<file path="config.mk">
export PLATFORM = sky130hd
export DESIGN_NAME = mc_ctrl
export DESIGN_NICKNAME = d
export VERILOG_FILES = /design/src/rtl/mc_ctrl_pkg.sv /design/src/rtl/mc_decode.sv /design/src/rtl/mc_ctrl.sv
export SDC_FILE = /design/constraint.sdc
export NUM_CORES = 1
export LEC_CHECK = 0
export BUFFER_PORTS_ARGS = -buffer_cell sky130_fd_sc_hd__buf_4
export CAP_MARGIN = 25
export CELL_PAD_IN_SITES_DETAIL_PLACEMENT = 0
export CELL_PAD_IN_SITES_GLOBAL_PLACEMENT = 2
export CORE_AREA = 2 2 91 93
export DETAILED_ROUTE_END_ITERATION = 7
export DIE_AREA = 0 0 93 95
export PLACE_DENSITY_LB_ADDON = 0.08
export SETUP_SLACK_MARGIN = 0.05
export SLEW_MARGIN = 5
export SYNTH_ARGS = -nofsm -noshare
export SYNTH_HDL_FRONTEND = slang
export SYNTH_SLANG_ARGS = --single-unit
</file>
<file path="constraint.sdc">
create_clock -name clk -period 3 [get_ports clk]
set_clock_uncertainty 0.15 [all_clocks]
set_input_delay 0.6 -clock clk [delete_from_list [all_inputs] [get_ports clk]]
set_output_delay 0.6 -clock clk [all_outputs]
set_load 0.01 [all_outputs]
</file>
<file path="src/rtl/mc_ctrl_pkg.sv">
// Shared encodings for the multi-cycle control sequencer: opcodes, extender/ALU modes, states.
// Pure constants and types; no logic, no latency.
package mc_ctrl_pkg;

   localparam int ExtOp_WIDTH = 2;
   localparam logic [ExtOp_WIDTH-1:0] ExtOp_SIGNED = 2'd0;
   localparam logic [ExtOp_WIDTH-1:0] ExtOp_UNSIGN = 2'd1;
   localparam logic [ExtOp_WIDTH-1:0] ExtOp_HIGH16 = 2'd2;

   localparam int AluOp_WIDTH = 2;
   localparam logic [AluOp_WIDTH-1:0] AluOp_ADD = 2'd0;
   localparam logic [AluOp_WIDTH-1:0] AluOp_OR  = 2'd1;
   localparam logic [AluOp_WIDTH-1:0] AluOp_AND = 2'd2;

   localparam logic [5:0] OP_ADDI  = 6'd14;
   localparam logic [5:0] OP_ADDIS = 6'd15;
   localparam logic [5:0] OP_B     = 6'd18;
   localparam logic [5:0] OP_ORI   = 6'd24;
   localparam logic [5:0] OP_ORIS  = 6'd25;
   localparam logic [5:0] OP_ANDI  = 6'd28;
   localparam logic [5:0] OP_LWZ   = 6'd32;
   localparam logic [5:0] OP_STW   = 6'd36;

   typedef enum logic [2:0] {
      ST_FETCH  = 3'd0,
      ST_DECODE = 3'd1,
      ST_EXEC   = 3'd2,
      ST_MEM    = 3'd3,
      ST_WB     = 3'd4,
      ST_TRAP   = 3'd5
   } state_t;

   typedef struct packed {
      logic [ExtOp_WIDTH-1:0] ext_op;
      logic [AluOp_WIDTH-1:0] alu_op;
      logic                   is_mem;
      logic                   is_store;
      logic                   is_branch;
      logic                   illegal;
   } dec_t;

   function automatic logic [5:0] opcode_of(input logic [31:0] ir);
      return ir[31:26];
   endfunction

endpackage

</file>
<file path="src/rtl/mc_decode.sv">
// Combinational opcode decode into extender mode, ALU op and instruction class flags.
// Zero latency; no handshake.
module mc_decode
   import mc_ctrl_pkg::*;
(
   input  logic [5:0] opcode,
   output dec_t       dec
);

   always_comb begin
      dec           = '0;
      dec.ext_op    = ExtOp_SIGNED;
      dec.alu_op    = AluOp_ADD;
      case (opcode)
         OP_ADDI: begin
            dec.ext_op = ExtOp_SIGNED;
            dec.alu_op = AluOp_ADD;
         end
         OP_ADDIS: begin
            dec.ext_op = ExtOp_HIGH16;
            dec.alu_op = AluOp_ADD;
         end
         OP_ORI: begin
            dec.ext_op = ExtOp_UNSIGN;
            dec.alu_op = AluOp_OR;
         end
         OP_ORIS: begin
            dec.ext_op = ExtOp_HIGH16;
            dec.alu_op = AluOp_OR;
         end
         OP_ANDI: begin
            dec.ext_op = ExtOp_UNSIGN;
            dec.alu_op = AluOp_AND;
         end
         OP_LWZ: begin
            dec.is_mem = 1'b1;
         end
         OP_STW: begin
            dec.is_mem   = 1'b1;
            dec.is_store = 1'b1;
         end
         OP_B: begin
            dec.is_branch = 1'b1;
         end
         default: begin
            // Illegal opcodes must not leak a mode onto the datapath.
            dec.ext_op  = '0;
            dec.alu_op  = '0;
            dec.illegal = 1'b1;
         end
      endcase
   end

endmodule

</file>
<file path="src/rtl/mc_ctrl.sv">
// Multi-cycle FETCH/DECODE/EXEC/MEM/WB sequencer with retired-instruction counter.
// 3-5 cycles per instruction; FETCH and MEM stall while mem_ready is low.
module mc_ctrl
   import mc_ctrl_pkg::*;
#(
   parameter int INSTRET_W = 32
) (
   input  logic                   clk,
   input  logic                   rst,
   input  logic [31:0]            instr,
   input  logic                   mem_ready,
   output logic                   mem_req,
   output logic                   mem_we,
   output logic                   addr_sel,
   output logic                   ir_we,
   output logic                   pc_we,
   output logic                   pc_src,
   output logic                   rf_we,
   output logic                   wb_sel,
   output logic [ExtOp_WIDTH-1:0] ext_op,
   output logic [1:0]             alu_op,
   output logic                   illegal,
   output logic [2:0]             state,
   output logic [INSTRET_W-1:0]   instret
);

   state_t                 state_q;
   state_t                 state_d;
   logic [INSTRET_W-1:0]   instret_q;
   logic                   retire;
   dec_t                   dec;

   // Only the opcode field steers control; the rest of the IR belongs to the datapath.
   logic unused_instr_bits;
   assign unused_instr_bits = ^instr[25:0];

   mc_decode u_decode (
      .opcode (opcode_of(instr)),
      .dec    (dec)
   );

   always_ff @(posedge clk) begin
      if (rst) begin
         state_q   <= ST_FETCH;
         instret_q <= '0;
      end else begin
         state_q <= state_d;
         if (retire) begin
            instret_q <= instret_q + INSTRET_W'(1);
         end
      end
   end

   always_comb begin
      state_d  = state_q;
      retire   = 1'b0;
      mem_req  = 1'b0;
      mem_we   = 1'b0;
      addr_sel = 1'b0;
      ir_we    = 1'b0;
      pc_we    = 1'b0;
      pc_src   = 1'b0;
      rf_we    = 1'b0;
      wb_sel   = 1'b0;
      ext_op   = '0;
      alu_op   = '0;
      illegal  = 1'b0;

      case (state_q)
         ST_FETCH: begin
            mem_req = 1'b1;
            if (mem_ready) begin
               ir_we   = 1'b1;
               pc_we   = 1'b1;
               state_d = ST_DECODE;
            end
         end
         ST_DECODE: begin
            ext_op  = dec.ext_op;
            alu_op  = dec.alu_op;
            state_d = dec.illegal ? ST_TRAP : ST_EXEC;
         end
         ST_EXEC: begin
            ext_op = dec.ext_op;
            alu_op = dec.alu_op;
            if (dec.is_branch) begin
               pc_we   = 1'b1;
               pc_src  = 1'b1;
               retire  = 1'b1;
               state_d = ST_FETCH;
            end else if (dec.is_mem) begin
               state_d = ST_MEM;
            end else begin
               state_d = ST_WB;
            end
         end
         ST_MEM: begin
            ext_op   = dec.ext_op;
            alu_op   = dec.alu_op;
            mem_req  = 1'b1;
            addr_sel = 1'b1;
            mem_we   = dec.is_store;
            if (mem_ready) begin
               if (dec.is_store) begin
                  retire  = 1'b1;
                  state_d = ST_FETCH;
               end else begin
                  state_d = ST_WB;
               end
            end
         end
         ST_WB: begin
            ext_op  = dec.ext_op;
            alu_op  = dec.alu_op;
            rf_we   = 1'b1;
            wb_sel  = dec.is_mem;
            retire  = 1'b1;
            state_d = ST_FETCH;
         end
         ST_TRAP: begin
            illegal = 1'b1;
         end
         default: begin
            state_d = ST_FETCH;
         end
      endcase

      // Reset abandons any access in the same cycle and suppresses retirement.
      if (rst) begin
         retire   = 1'b0;
         mem_req  = 1'b0;
         mem_we   = 1'b0;
         addr_sel = 1'b0;
         ir_we    = 1'b0;
         pc_we    = 1'b0;
         pc_src   = 1'b0;
         rf_we    = 1'b0;
         wb_sel   = 1'b0;
         ext_op   = '0;
         alu_op   = '0;
      end
   end

   assign state   = state_q;
   assign instret = instret_q;

endmodule

</file>
* Word-level counts from Yosys, hierarchy flattened *
Index checks and enable logic that the tools add are counted.

word-level totals
  flip-flop bits (word level) = 35
  bits of input ports = 35
  output and inout port bits = 48
  logic and storage cells = 63

operators by class
  add/sub/neg operators = 1
  equal/unequal tests = 15
  mux-type cells = 38
  bitwise operators = 1
  reduce and logical (&&, ||, !) cells = 6

operators with widths
  cell                                                                   count
  32-bit by 1-bit adder with 32-bit output, second input constant        1
  6-bit by 5-bit equality test with 1-bit output, second input constant  4
  1-bit 2-to-1 mux                                                       24
  3-bit 2-to-1 mux                                                       6
  4-bit one-hot mux with 4 select lines                                  1
  3-bit one-hot mux with 5 select lines                                  1
  6-bit by 4-bit equality test with 1-bit output, second input constant  2
  6-bit equality test, second input constant                             2
  2-bit 2-to-1 mux                                                       4
  8-bit OR reduction                                                     1
  3-bit by 2-bit equality test with 1-bit output, second input constant  2
  3-bit equality test, second input constant                             2
  2-bit inequality test, second input constant                           2
  2-bit OR reduction                                                     2
  4-bit OR reduction                                                     1
  3-bit by 1-bit equality test with 1-bit output, second input constant  1
  3-bit logical NOT                                                      1
  1-bit one-hot mux with 3 select lines                                  1
  3-bit AND reduction                                                    1
  1-bit one-hot mux with 2 select lines                                  1
  1-bit inverter                                                         1

* Longest topological paths before layout *
Gate-level depths: netlist of the first run.

  word-level depth = 6
  mapped depth = 7

* Cells and area by module *
Synthesis of the first run repeated with hierarchy kept, for this count alone.

second synthesis, totals
  cells, all modules = 247
  area, all modules = 2,114.5 µm²

by module, submodules not included
  module     times used  cells each  area each (µm²)  sequential area each (µm²)
  mc_ctrl    1           226         1,981.9          700.7
  mc_decode  1           21          132.6            0.0

* Worst setup path after synthesis of the first run *
Ideal clock, no wire load.

  path type = reg2out
  start point = reg state_q[1], in the netlist state[1]
  end point = out alu_op[1]
  arrival time = 1.680 ns
  required time = 2.250 ns
  setup slack = 0.570 ns
  cell stages (with the launch flop) = 6
  cells stage by stage = dfxtp_1 > clkbuf_1 > nor3b_1 > o21ai_0 > or3_1 > nor3b_1

between the ends
  cells in the longest elaborated chain, start to end = 4
  elaborated cells between the ends (all ways) = 7
  classes of those cells = eq/ne: 4; mux: 2; reduce/logical: 1

RTL lines
  what                                                                    RTL line        RTL
  start, declared                                                         mc_ctrl.sv:27   state_t state_q;
  start signal, assigned                                                  mc_ctrl.sv:47   state_q <= state_d;
  3-bit by 2-bit equality test with 1-bit output (tied with other cells)  mc_ctrl.sv:69   case (state_q)
  4-bit OR reduction (no source line) (*)                                 n/a
  2-bit 2-to-1 mux (*)                                                    mc_ctrl.sv:69
  2-bit 2-to-1 mux (*)                                                    mc_ctrl.sv:129  if (rst) begin
  end, declared                                                           mc_ctrl.sv:21   output logic [1:0] alu_op,

Mark *: on every way between the ends. The rest lies on a longest branch, timed or not.

* Worst setup path after layout of the first run *
Same ends and word-level chain as after synthesis.

==> impl_metrics.py, run 1 <==
metrics = {
    "drt": {
        "via_per_inst": 4.904,
        "drc_errors": 0,
        "ant_nets": 0,
        "vias": 2104,
        "drtIter0Drc": 55,
        "drtPass1Iterations": 4,
        "routedWlPerCell_um": 15.16,
        "wl_mm": 6.502,
    },
    "power_and_ir_drop": {
        "pwr-share-seq": 0.465,
        "pwr-share-clk": 0.431,
        "p_per_area_mw_per_mm2": 363.4,
        "pwr-share-comb": 0.104,
        "p_int_w": 0.0007654,
        "p_sw_w": 0.0002650,
        "peakVddDrop_mv": 0.1659,
        "switching_share": 0.2571,
        "p_leak_nw": 1.061,
    },
    "worst_setup_path": {
        "critPathLaunchType": "flop",
        "ff2ff_setup_slack_ns": 0.59,
        "path_max_fanout": 14,
        "crit_type": "reg2out",
        "critPathLaunch": "state[1]$_SDFFE_PP0P_",
        "cp.arrival_ns": 1.91,
        "cp.required_ns": 2.25,
        "critPathCapture": "alu_op[1]",
        "r2r-end": "instret[31]$_SDFFE_PP0P_",
        "r2r_start": "instret[20]$_SDFFE_PP0P_",
        "r2r_cells": 5,
        "end_kind": "primary output",
    },
    "sta": {
        "fin_crit_sh": 0.8877,
        "setup_viol": 0,
        "worst_pin_slew_ns": 0.5219,
        "rsz0062_at_grt": "no",
        "max_freq_mhz": 375.5,
        "tns_ns": 0,
        "slew_headroom": 0.6431,
        "hold_violations": 0,
        "period_needed_ns": 2.663,
        "final-max-slew-violation-count": 0,
        "worst_slack_ns": 0.3368,
    },
    "run_status": {
        "status": "finished clean",
    },
    "synth": {
        "synth-edff-count": 0,
        "synth_top_flop_cell": "dfxtp_1",
        "syn_area_mm2": 0.002084,
        "synthArstFlopShare": 0,
        "synth_top_cells_by_count": "35 x dfxtp_1, 35 x nor2_1, 21 x xnor2_1",
        "syn_area_per_cell_um2": 8.272,
        "ys_warn_count": 0,
        "synthDistinctLibCells": 57,
        "synthCells": 252,
        "yosys.area.top_type": "dfxtp_1",
        "ys_seq_area_frac": 0.3361,
        "synthTopCellsByArea": "dfxtp_1 34%, xnor2_1 8.8%, nor2_1 6.3%",
        "synth.top_cell.area_share": 0.3361,
        "synth_nets": 288,
        "synth-seq-cells": 35,
    },
    "clocking": {
        "h-tree-depth": 2,
        "numClockSinks": 35,
        "cts_made_buffers": 5,
        "cts_buffer_depth": 2,
        "insertion_delay_ns": 0.30,
        "cts_hold_buf": 0,
        "post-cts-setup-buffers": 0,
        "cts.reportedPaths.clkPinSlew_ns": 0.09,
        "cts_tree": "built",
        "root_buffer": "clkbuf_8",
    },
    "final_layout": {
        "diodes": 0,
        "synthToLayoutAreaGrowth_pct": 36.01,
        "fin_nets": 359,
        "final_layout_size_suffix_gt1_frac": 0.3179,
    },
    "floorplan": {
        "die_h_um": 95,
        "io_pins": 83,
        "initial_core_util": 0.2629,
        "die_x_um": 93,
        "core_mm2": 0.007928,
        "rows": 33,
        "die-area_mm2": 0.008835,
    },
    "placement": {
        "pre_cts_ws_ns": 0.2514,
        "place.gp.congestion": 0.7658,
        "io_buffers": 56,
        "dp_hpwl_mm": 4.774,
    },
    "global_route": {
        "antenna_found_initial": 0,
        "grt_pass1_vias": 2057,
        "grt-ovfl-total": 0,
        "grt_max_degree": 24,
        "grt.total_usage": 0.1511,
        "grt_pass1_wl_mm": 10.49,
    },
    "min_path": {
        "hp-class": "reg2reg",
    },
    "run": {
        "maxCapViolCount": 0,
    },
}
==> power by group through the flow <==
stage / Clock [W] / Combinational, W / Sequential [W]
after global placement: 0 / 0.000108 / 0.000489
after detailed placement: 0 / 0.000108 / 0.000489
after floorplan: 0 / 0.0000572 / 0.000487
after CTS: 0.000461 / 0.000108 / 0.000478
final: 0.000444 / 0.000107 / 0.000479
after global routing: 0.000479 / 0.000118 / 0.000481
==> cell type report <==
cell class / instances / area, µm²
fill: 888 / 5092
multi-input combinational: 199 / 1303
sequential: 35 / 703.2
timing repair buffer: 74 / 555.5
tap: 105 / 131.4
clock buffer: 5 / 68.82
clock inverter: 3 / 43.79
inverter: 8 / 30.03
==> kinds of logic after synthesis <==
logic type,Yosys count,synth area share
multiplexers,2,0.009604
adder cells (fa/ha/maj),1,0.006001
flip-flops,35,0.3361
buffers and inverters,18,0.04142
AND/OR/NAND/NOR,114,0.3199
AO/OA/AOI/OAI,58,0.1861
XOR/XNOR,24,0.1008
==> metrics by stage <==
| stage | cells | total power (W) | instance area [µm²] | utilization | hold slack, ns |
|---|---|---|---|---|---|
| CTS | 429 | 0.001047 | 2828 | 0.3567 | 0.3512 |
| finish | 429 | 0.001030 | 2835 | 0.3576 | 0.3447 |
| floorplan | 252 | 0.0005445 | 2085 | - | 0.3475 |
| detailed placement | 421 | 0.0005968 | 2715 | 0.3425 | 0.3364 |
| global route | 429 | 0.001077 | 2835 | 0.3576 | 0.3934 |
| global placement | 421 | 0.0005979 | 2715 | 0.3425 | 0.3221 |
==> state kept, by name, indices dropped and copies added (netlist names) <==
name,flops
instret,32
state,3
==> layer usage <==
| metal | GRT usage | up-vias | wire length [µm] |
|---|---|---|---|
| met3 | 0.03113 | 5 | 250 |
| met1 | 0.2031 | 988 | 3209 |
| met2 | 0.2488 | 38 | 2979 |
| met4 | 0.03676 | 0 | 63 |
| li1 | - | 1073 | - |
| met5 | 0 | - | 0 |
==> worst max-delay path, stage by stage (launching register included) <==
cell and delay (ns):
dfxtp_2 0.49, nor2_1 0.11, nor2_1 0.10, o21ai_0 0.15, or3_1 0.42, nor3b_1 0.20, buf_4 0.15
==> cell usage in the layout, fill, tap and decap left out, types with 4 or more instances in the layout <==
| cell type | n |
|---|---|
| and3_1 | 4 |
| a211oi_1 | 6 |
| a21oi_1 | 16 |
| o21ai_0 | 8 |
| nand2_1 | 14 |
| clkbuf_8 | 5 |
| xnor2_1 | 21 |
| inv_1 | 8 |
| dfxtp_1 | 33 |
| buf_4 | 74 |
| a31oi_1 | 5 |
| nor2_1 | 35 |
| a2111oi_0 | 9 |
| nand3_1 | 8 |
| nand4_1 | 7 |
| or2_2 | 4 |
==> how the worst min path moves through the flow <==
| stage | startpoint | endpoint | cells after the start |
|---|---|---|---|
| 2_1_floorplan | instret[31]$_SDFFE_PP0P_ | instret[31]$_SDFFE_PP0P_ | 2 |
| 3_3_place_gp | instret[31]$_SDFFE_PP0P_ | instret[31]$_SDFFE_PP0P_ | 2 |
| 3_5_place_dp | instret[31]$_SDFFE_PP0P_ | instret[31]$_SDFFE_PP0P_ | 2 |
| 4_1_cts | instret[31]$_SDFFE_PP0P_ | instret[31]$_SDFFE_PP0P_ | 2 |
| 5_1_grt | instret[31]$_SDFFE_PP0P_ | instret[31]$_SDFFE_PP0P_ | 2 |
| 6_report | instret[31]$_SDFFE_PP0P_ | instret[31]$_SDFFE_PP0P_ | 2 |
==> timing repair <==
| item | CTS | global route |
|---|---|---|
| hold endpoints to repair | 0 | 0 |
| endpoints found under the setup margin | 0 | 2 |
| resized for setup | 0 | 3 |
(Power assumes the default switching activity.)
==> run 2, diff against run 1 <==
CELL_PAD_IN_SITES_DETAIL_PLACEMENT = 1   (was 0)
CELL_PAD_IN_SITES_GLOBAL_PLACEMENT = 1   (was 2)
CORE_AREA = 2 2 86 88   (was 2 2 91 93)
DIE_AREA = 0 0 88 90   (was 0 0 93 95)
clock period = 2.4 ns   (was 3 ns; I/O delays follow)
==> impl_metrics.py, run 2 (same netlist as run 1, synthesis figures left out) <==
metrics = {
    "run_status": {
        "status": "finished clean",
    },
    "worst_setup_path": {
        "r2r_cells": 5,
        "cp.arrival_ns": 1.71,
        "r2r-end": "instret[31]$_SDFFE_PP0P_",
        "ff2ff_setup_slack_ns": 0.12,
        "r2r_start": "instret[23]$_SDFFE_PP0P_",
        "path_max_fanout": 4,
        "critPathLaunchType": "flop",
        "crit_buf_inv": 2,
        "crit_family": "simple AND/OR/NAND/NOR gates",
        "critPathMaxStageDelay_ns": 0.40,
        "crit_type": "reg2out",
        "cp_slowest_cell": "or3_4",
        "cp.depth": 7,
        "worstPathCellList": "buf_6 -> nor2_4 -> nor2_2 -> o21ai_2 -> or3_4 -> nor3b_2 -> buf_4",
        "critPathLaunch": "state[0]$_SDFFE_PP0P_",
        "end_kind": "primary output",
        "cp.required_ns": 1.77,
    },
    "floorplan": {
        "die-area_mm2": 0.007920,
        "core_mm2": 0.007020,
        "die_h_um": 90,
        "initial_core_util": 0.2969,
        "io_pins": 83,
        "rows": 31,
        "die_x_um": 88,
    },
    "global_route": {
        "grt.total_usage": 0.1719,
        "antenna_found_initial": 0,
        "grt-ovfl-total": 0,
        "grt_max_degree": 33,
        "grt_pass1_wl_mm": 11.03,
        "grt_pass1_vias": 2262,
    },
    "drt": {
        "wl_met2_mm": 3.423,
        "drtIter0Drc": 78,
        "drt-met1-wl_mm": 3.141,
        "vias": 2340,
        "top_layer": "met4",
        "via_per_inst": 5.054,
        "drtPass1Iterations": 4,
        "drc_errors": 0,
        "wl_met3_um": 241,
        "routedWlPerCell_um": 14.82,
        "ant_nets": 0,
        "wl_mm": 6.861,
    },
    "clocking": {
        "cts_made_buffers": 5,
        "cts_buffer_depth": 2,
        "h-tree-depth": 2,
        "numClockSinks": 35,
        "insertion_delay_ns": 0.29,
        "cts.reportedPaths.clkPinSlew_ns": 0.07,
        "root_buffer": "clkbuf_8",
        "cts_tree": "built",
    },
    "min_path": {
        "worstHoldPathCells": 2,
        "hp-class": "in2reg",
        "holdCritStartpoint": "rst",
        "hold_path_end": "state[2]$_SDFFE_PP0P_",
    },
    "placement": {
        "dp.cells": 452,
        "io_buffers": 56,
        "place.gp.congestion": 0.8278,
        "dp_hpwl_mm": 5.144,
    },
    "final_layout": {
        "synthToLayoutAreaGrowth_pct": 53.06,
        "final_cell_mix": "113 x buf_4, 33 x nor2_1, 32 x dfxtp_1",
        "diodes": 0,
        "fin_nets": 399,
        "finalNonFillerCells": 463,
        "final_layout_size_suffix_gt1_frac": 0.4258,
        "layout_commonest_cell": "buf_4",
        "fillers": 842,
        "largest_reg_flops": 32,
    },
    "run": {
        "maxCapViolCount": 0,
    },
    "power_and_ir_drop": {
        "total_power_w": 0.001200,
        "p_leak_nw": 1.270,
        "p_per_area_mw_per_mm2": 376.2,
        "peakVddDrop_mv": 0.1762,
    },
    "sta": {
        "hold_violations": 0,
        "worst_pin_slew_ns": 0.7314,
        "setup_viol": 0,
        "period_needed_ns": 2.344,
        "slew_headroom": 0.5101,
        "final-max-slew-violation-count": 0,
        "rsz0062_at_grt": "yes",
        "fin_crit_sh": 0.9768,
        "max_freq_mhz": 426.6,
    },
}
-- run 2: cell count changes in the layout (fill, tap and decap cells not counted), sizes merged --
cell | before | now
bufinv | 1 | 0
clkbuf | 5 | 7
buf | 74 | 114
clkinv | 2 | 1
-- run 2: layout make-up --
cell class | instances | area (µm²) | share of cell area
Clock buffer | 7 | 76.32 | 0.02392
Clock inverter | 1 | 5.005 | 0.001569
Inverter | 8 | 30.03 | 0.009412
Multi-Input combinational cell | 199 | 1389 | 0.4353
Sequential cell | 35 | 706.9 | 0.2216
Tap cell | 99 | 123.9 | 0.03882
Timing Repair Buffer | 114 | 859.6 | 0.2694
-- run 2: report_power, final --
group          leakage, nW  total (W)  internal, W  switching [W]
registers            0.284   0.000593     0.000586     0.00000645
logic                0.944   0.000179    0.0000869      0.0000920
clock network       0.0422   0.000429     0.000204       0.000225
-- run 2: per-stage QoR --
step           cell area [µm²]  utilization  worst slack (ns)   TNS, ns  hold WS (ns)
5_1_grt                   3191       0.4545          -0.04933  -0.04933        0.3086
2_1_floorplan             2085            -           0.08994         0        0.3475
3_5_place_dp              2985       0.4252           -0.1506   -0.5266        0.3332
3_3_place_gp              2985       0.4252           -0.1324   -0.5765        0.3193
4_1_cts                   3097       0.4411           0.02352         0        0.2948
6_report                  3191       0.4545           0.05580         0        0.3088
-- run 2: how the worst max path moves through the flow --
stage | to | slack (ns)
finish | alu_op[1] | 0.06
global route | alu_op[1] | -0.05
CTS | alu_op[1] | 0.02
detailed placement | instret[21]$_SDFFE_PP0P_ | -0.15
global placement | instret[25]$_SDFFE_PP0P_ | -0.13
floorplan | alu_op[1] | 0.09
-- run 2: worst reg2reg max path: cells and delay by family (launching register included) --
kind	cells	cell delay, ns
DFF	1	0.35
and+or+nand+nor	4	1.57
AOI/OAI and AO/OA	1	0.14
-- run 2: timing repair --
item,CTS,global route
gates resized for setup,6,23
hold buffers,0,0
setup endpoints to repair,4,13
pin swaps,1,4
setup buffers,1,2
-- run 2: routing by layer --
metal | vias to the layer above | GRT usage
met5 | - | 0
met4 | 0 | 0.03462
met3 | 6 | 0.02755
met2 | 46 | 0.2936
met1 | 1142 | 0.2260
li1 | 1146 | -
==> run 3, diff against run 2 <==
RECOVER_POWER = 50   (was not set)
==> impl_metrics.py, run 3 (same netlist as run 1, synthesis figures left out) <==
metrics = {
    "min_path": {
        "worstHoldPathCells": 2,
        "hp-class": "in2reg",
    },
    "sta": {
        "slew_headroom": 0.5104,
        "setup_viol": 0,
        "worst_pin_slew_ns": 0.7309,
        "fin_crit_sh": 0.9765,
        "max_freq_mhz": 426.7,
        "hold_violations": 0,
        "rsz0062_at_grt": "yes",
        "period_needed_ns": 2.344,
        "final-max-slew-violation-count": 0,
    },
    "power_and_ir_drop": {
        "peakVddDrop_mv": 0.1785,
        "total_power_w": 0.001198,
        "p_leak_nw": 1.137,
        "p_per_area_mw_per_mm2": 389.9,
    },
    "run_status": {
        "status": "finished clean",
    },
    "worst_setup_path": {
        "critPathMaxStageDelay_ns": 0.40,
        "cp.required_ns": 1.77,
        "crit_type": "reg2out",
        "cp.arrival_ns": 1.71,
        "critPathLaunchType": "flop",
        "crit_buf_inv": 2,
        "crit_family": "simple AND/OR/NAND/NOR gates",
        "path_max_fanout": 4,
        "r2r_cells": 5,
        "worstPathCellList": "buf_6 -> nor2_4 -> nor2_2 -> o21ai_2 -> or3_4 -> nor3b_2 -> buf_4",
        "end_kind": "primary output",
        "cp_slowest_cell": "or3_4",
        "cp.depth": 7,
    },
    "final_layout": {
        "final_cell_mix": "82 x buf_4, 33 x nor2_1, 33 x clkbuf_1, 33 x dfxtp_1, 21 x xnor2_1",
        "largest_reg_flops": 32,
        "fin_nets": 399,
        "synthToLayoutAreaGrowth_pct": 47.42,
        "diodes": 0,
        "final_layout_size_suffix_gt1_frac": 0.3379,
        "layout_commonest_cell": "buf_4",
        "final_core_util": 0.4377,
    },
    "clocking": {
        "cts_made_buffers": 5,
        "insertion_delay_ns": 0.29,
        "cts_tree": "built",
        "cts.reportedPaths.clkPinSlew_ns": 0.07,
        "numClockSinks": 35,
        "root_buffer": "clkbuf_8",
        "cts_buffer_depth": 2,
        "h-tree-depth": 2,
        "cts_hold_buf": 0,
    },
    "run": {
        "maxCapViolCount": 0,
    },
    "floorplan": {
        "core_mm2": 0.007020,
        "io_pins": 83,
        "die-area_mm2": 0.007920,
        "die_x_um": 88,
        "rows": 31,
        "die_h_um": 90,
        "initial_core_util": 0.2969,
    },
    "drt": {
        "via_per_inst": 5.048,
        "drc_errors": 0,
        "drtIter0Drc": 52,
        "vias": 2337,
        "routedWlPerCell_um": 14.63,
        "ant_nets": 0,
        "wl_mm": 6.772,
        "drtPass1Iterations": 4,
    },
    "global_route": {
        "antenna_found_initial": 0,
        "grt-ovfl-total": 0,
        "grt.total_usage": 0.1719,
        "grt_pass1_wl_mm": 11.03,
        "grt_max_degree": 33,
        "grt_pass1_vias": 2262,
    },
    "placement": {
        "place.gp.congestion": 0.8278,
        "io_buffers": 56,
        "dp_hpwl_mm": 5.144,
    },
}
-- run 3: cell types whose count changed in the layout (fill, tap and decap cells not counted) --
cell and delta:
clkbuf_1 +31, buf_4 -31, dfxtp_1 +1, dfxtp_2 -1
-- run 3: power by group --
part | switching [W] | internal [W] | total (W)
Sequential | 0.00000639 | 0.000586 | 0.000593
Clock | 0.000224 | 0.000204 | 0.000428
Combinational | 0.0000917 | 0.0000855 | 0.000177
-- run 3: per-layer routing --
| layer | wire length [µm] | global-route usage | vias to the layer above |
|---|---|---|---|
| met4 | 60 | 0.03462 | 0 |
| met2 | 3357 | 0.2936 | 55 |
| met5 | 0 | 0 | - |
| met3 | 276 | 0.02755 | 8 |
| li1 | - | - | 1149 |
| met1 | 3078 | 0.2260 | 1125 |
-- run 3: layout make-up --
cell class,instances,area [µm²]
repair buffers,114,743.2
fillers,858,3948
flip-flops and latches,35,705.7
inverters,8,30.03
multi-input cells,199,1389
clock buffers,7,76.32
clock inverters,1,5.005
well taps,99,123.9
-- run 3: worst paths after layout --
kind,start,endpoint,slack (ns)
worst max-delay path,state[0]$_SDFFE_PP0P_,alu_op[1],0.06
worst min-delay path,rst,state[2]$_SDFFE_PP0P_,0.31
worst max register to register,instret[21]$_SDFFE_PP0P_,instret[31]$_SDFFE_PP0P_,0.13
worst min register to register,instret[31]$_SDFFE_PP0P_,instret[31]$_SDFFE_PP0P_,0.34
-- run 3: per-stage QoR --
step / hold slack (ns) / setup TNS [ns] / area, µm² / setup WS, ns / instances
5_1_grt: 0.3086 / -0.05784 / 3073 / -0.04933 / 463
4_1_cts: 0.2948 / 0 / 3097 / 0.02352 / 461
2_1_floorplan: 0.3475 / 0 / 2085 / 0.08994 / 252
3_5_place_dp: 0.3332 / -0.5266 / 2985 / -0.1506 / 452
6_report: 0.3115 / 0 / 3073 / 0.05636 / 463
3_3_place_gp: 0.3193 / -0.5765 / 2985 / -0.1324 / 452
-- run 3: repair_timing --
| action | in CTS | in global routing |
|---|---|---|
| pin swaps | 1 | 4 |
| gates resized for setup | 6 | 23 |
| setup endpoints to repair | 4 | 13 |
| setup buffers | 1 | 2 |
